$ cat src/rtl/demux_stream.sv
// demux_stream: registered one-hot stream demultiplexer.
// One valid/ready input stream is steered to any subset of N output lanes,
// selected per beat by in_sel. Each lane owns a single-entry output register,
// so a stalled consumer only back-pressures beats that target its own lane.
// Beats accepted with an all-zero select are discarded and counted.
module demux_stream #(
  parameter int DW = 1,
  parameter int N  = 1,
  parameter int CW = 16
) (
  input  logic          clk,
  input  logic          nreset,
  input  logic          in_valid,
  input  logic [N-1:0]  in_sel,
  input  logic [DW-1:0] in_data,
  output logic          in_ready,
  output logic [N-1:0]  out_valid,
  output logic [N*DW-1:0] out_data,
  input  logic [N-1:0]  out_ready,
  output logic [CW-1:0] drop_count
);

  logic [N-1:0] lane_free;
  logic [N-1:0] lane_load;
  logic         accept;
  logic         sel_none;

  // A lane can take a new beat when it is empty or its current beat leaves
  // this cycle. The input is ready only if every targeted lane can take it,
  // which makes a multi-hot beat all-or-nothing. in_valid is deliberately
  // kept out of in_ready.
  always_comb begin
    lane_free = ~out_valid | out_ready;
    in_ready  = &(~in_sel | lane_free);
    accept    = in_valid & in_ready;
    sel_none  = (in_sel == '0);
    lane_load = in_sel & {N{accept}};
  end

  // Per-lane holding registers: load wins over drain, so a lane can sustain
  // one beat per cycle; a stalled lane keeps valid and data untouched.
  always_ff @(posedge clk or negedge nreset) begin
    if (!nreset) begin
      out_valid <= '0;
      out_data  <= '0;
    end else begin
      for (int i = 0; i < N; i++) begin
        if (lane_load[i]) begin
          out_valid[i]           <= 1'b1;
          out_data[i*DW +: DW]   <= in_data;
        end else if (out_ready[i]) begin
          out_valid[i]           <= 1'b0;
        end
      end
    end
  end

  // Saturating count of accepted beats that targeted no lane.
  always_ff @(posedge clk or negedge nreset) begin
    if (!nreset) begin
      drop_count <= '0;
    end else if (accept && sel_none && (drop_count != {CW{1'b1}})) begin
      drop_count <= drop_count + CW'(1);
    end
  end

endmodule

$ cat config.mk
export PLATFORM = sky130hd
export DESIGN_NAME = demux_stream
export DESIGN_NICKNAME = d
export VERILOG_FILES = /design/src/rtl/demux_stream.sv
export SDC_FILE = /design/constraint.sdc
export NUM_CORES = 1
export LEC_CHECK = 0
export ABC_CLOCK_PERIOD_IN_PS = 1700
export BUFFER_PORTS_ARGS = -buffer_cell sky130_fd_sc_hd__buf_2
export CORE_MARGIN = 5
export CORE_UTILIZATION = 48
export CTS_BUF_LIST = sky130_fd_sc_hd__clkbuf_4 sky130_fd_sc_hd__clkbuf_8
export DETAILED_ROUTE_END_ITERATION = 16
export PLACE_DENSITY = 0.77
export SLEW_MARGIN = 25
export SYNTH_ARGS = -nofsm -noshare
export SYNTH_HDL_FRONTEND = slang
export SYNTH_SLANG_ARGS = --single-unit
$ cat constraint.sdc
create_clock -name clk -period 1.7 [get_ports clk]
set_input_delay 0.51 -clock clk [delete_from_list [all_inputs] [get_ports clk]]
set_output_delay 0.51 -clock clk [all_outputs]
set_load 0.01 [all_outputs]
==> results.tsv <==
stage	metric	value	unit
status	outcome	finished clean	
clock_tree	cts_tree	built	
floorplanning	io_pins	25	
worst_setup_path	arrival	1800	ps
clock_tree	path_clk_slew	100	ps
worst_setup_path	r2r-end	drop_count[1]$_DFFE_PN0P_	
layout	drive_above_1_share	36.9	%
worst_setup_path	end_kind	flip-flop	
worst_setup_path	max_stage_delay	400	ps
worst_setup_path	critPathSlowestCell	dfrtp_1	
worst_setup_path	path_max_fanout	7	
synth	synth.avg_cell_area	11.6	um2
route	viasPerCell	5.37	
layout	fin_nets	120	
worst_setup_path	critPathKind	reg2reg	
worst_setup_path	required	1890	ps
global_route	grt.total_usage	15.8	%
floorplanning	die_w	53.9	um
placement	place_hpwl	1460	um
global_route	grt_max_degree	19	
worst_setup_path	worstSetupStartpointType	flip-flop	
worst_setup_path	worstRegToRegCells	4	
route	drt-wirelength-per-cell	13.8	um
floorplanning	rows	15	
global_route	grt-ovfl-total	0	
placement	gp_congestion	0.826	
worst_setup_path	critPathCapture	drop_count[1]$_DFFE_PN0P_	
synth	synthArstFlopShare	100	%
synth	synth_top_area_share	48.7	%
worst_setup_path	crit_chain	ha_1 > and3_4 > a41oi_4 > mux2_2	
route	drt_first_pass_iters	4	
sta	clock_skew	8.24	ps
route	final_antenna_net_count	0	
floorplanning	die_area	2900	um2
sta	finalCritPeriodShare	95.2	%
clock_tree	h-tree-depth	1	
sta	rsz0062_at_grt	no	
sta	slew_viol_final	0	
placement	port_buffers	24	
worst_setup_path	rrSetupSlack	80	ps
layout	regArea	450	um2
job	maxCapViolCount	0	
pwr	max-vdd-ir-drop	784	uV
clock_tree	numCtsBuffers	3	
sta	final.setup.tns	0	ps
pwr	cellLeakagePower	0.000550	uW
pwr	power_density	976	nW/um2
floorplanning	core-area	1780	um2
layout	multi_input_area	474	um2
route	wl	1880	um
route	drt_iter0_drc	7	
worst_setup_path	r2r_start	drop_count[0]$_DFFE_PN0P_	
sta	hold_viol	0	
synth	yosysUniqueCellTypes	24	
synth	yosys-top-cells-area	dfrtp_1 (49%), xnor2_1 (6.6%), xor2_1 (6.6%)	
synth	netlist_instances	80	
clock_tree	ctsHoldBuffers	0	
clock_tree	cts_root_buf	clkbuf_4	
synth	yosysWarnings	0	
synth	synth.net_count	87	
synth	ys_ff_latch	18	
sta	worst_pin_slew	433	ps
sta	fmax	618	MHz
route	drc_errors	0	
synth	synth_flop_cell	dfrtp_1	
worst_setup_path	startpoint	drop_count[0]$_DFFE_PN0P_	
sta	setup_viol	0	
floorplanning	die_h	53.9	um
layout	area_growth	22.9	%
global_route	grt_pass1_wl	3310	um
sta	maxSlewHeadroom	70.7	%
sta	fin_crit	1620	ps
floorplanning	initial_core_util	51.9	%
global_route	grt_pass1_vias	743	
clock_tree	clock_sinks	18	
layout	fillers	165	
layout	final_cells	136	
synth	synth_edf_count	0	
min_path	hold_class	in2async	
placement	dpl.cell_count	132	
layout	diodes	0	
sta	finalWorstSetupSlack	81.1	ps
synth	yosysSeqAreaShare	48.7	%
layout	fin_area	1140	um2
route	num_vias	730	
synth	synth_area	925	um2
clock_tree	worstSkewPairLatency	290	ps
clock_tree	clock_path_buffers	2	
global_route	antenna_found_initial	0	
placement	place_area	1100	um2
synth	synth_area_leader_cell	dfrtp_1	
placement	post-place-ws	19.0	ps
placed cells by master (no fill, tap or decap):
master / Yosys / routed
buf_4: 0 / 5
nand2b_1: 2 / 2
buf_2: 1 / 24
xnor2_1: 7 / 7
and4_4: 1 / 1
and3_1: 2 / 1
nor2_1: 4 / 4
a41oi_4: 1 / 1
dfrtp_1: 18 / 18
nor3_1: 3 / 3
and2b_1: 1 / 1
and2_1: 1 / 1
ha_1: 1 / 1
nand4_1: 6 / 6
mux2_2: 3 / 3
nand2_1: 7 / 7
and4_1: 3 / 3
nor3b_1: 1 / 1
and3_4: 0 / 1
nand3_4: 1 / 1
clkbuf_4: 0 / 3
o311ai_0: 1 / 1
nand3_2: 1 / 1
nor4_4: 1 / 1
nand3b_1: 1 / 1
xor2_1: 7 / 7
nand3_1: 6 / 6
synth_stat cells (2+ instances only):
| cell type | instances |
|---|---|
| nand2b_1 | 2 |
| nand3_1 | 6 |
| xnor2_1 | 7 |
| nor2_1 | 4 |
| nand2_1 | 7 |
| dfrtp_1 | 18 |
| xor2_1 | 7 |
| nor3_1 | 3 |
| and3_1 | 2 |
| mux2_2 | 3 |
| and4_1 | 3 |
| nand4_1 | 6 |
per-layer routing:
metal	routed length (um)	share of wire [%]	vias to the layer above	global-route usage, %
met4	34	1.8	0	7.66
met2	938	50	18	24.8
li1	-	-	355	-
met3	86	4.6	4	2.49
met1	820	44	353	21.0
met5	0	0	-	0
logic make-up after synthesis:
family	synth area share, %
buffers and inverters	0.541
adder cells (fa/ha/maj)	1.35
AO/OA/AOI/OAI	3.92
AND/OR/NAND/NOR	28.6
XOR/XNOR	13.3
multiplexers	3.65
flip-flops	48.7
power breakdown:
group          total [uW]  switching, uW  internal, uW
clock network         202            120          82.3
registers             584           83.0           501
logic                 322            159           163
total                1110            362           746
flip-flops by register name, summed over array words and instances, names as in the netlist:
| register | cells |
|---|---|
| drop_count | 16 |
| out_data | 1 |
| out_valid | 1 |
timing repair:
item / 4_1_cts / 5_1_grt
endpoints found under the setup margin: 0 / 5
setup buffers: 0 / 1
gates resized for setup: 0 / 2
per-stage QoR:
step           power, uW  hold slack [ps]  utilization, %
6_report            1110              126            63.7
2_1_floorplan        745              214               -
4_1_cts             1120              132            63.0
3_3_place_gp         894              456            61.8
3_5_place_dp         910              454            61.8
5_1_grt             1190              154            63.7
worst min path at each step:
stage / slack, ps / depth (start not counted) / endpoint / from
6_report: 130 / 1 / drop_count[8]$_DFFE_PN0P_ / nreset
2_1_floorplan: 210 / 0 / drop_count[0]$_DFFE_PN0P_ / nreset
4_1_cts: 130 / 1 / drop_count[8]$_DFFE_PN0P_ / nreset
3_5_place_dp: 450 / 1 / drop_count[8]$_DFFE_PN0P_ / nreset
3_3_place_gp: 460 / 1 / drop_count[15]$_DFFE_PN0P_ / nreset
5_1_grt: 150 / 1 / drop_count[10]$_DFFE_PN0P_ / nreset
final cells by class:
class,count,share of cell area (%)
multi-input combinational,61,41.7
clock buffer,3,1.98
tap,25,2.75
sequential,18,39.6
timing repair buffer,29,13.9
critical path, delay by kind of cell (launching register included):
| family | cells | cell delay [ps] |
|---|---|---|
| flip-flops | 1 | 400 |
| AND/OR/NAND/NOR | 1 | 220 |
| AO/OA/AOI/OAI | 1 | 300 |
| adder cells (fa/ha/maj) | 1 | 220 |
| multiplexers | 1 | 370 |
(Power assumes the default switching activity.)
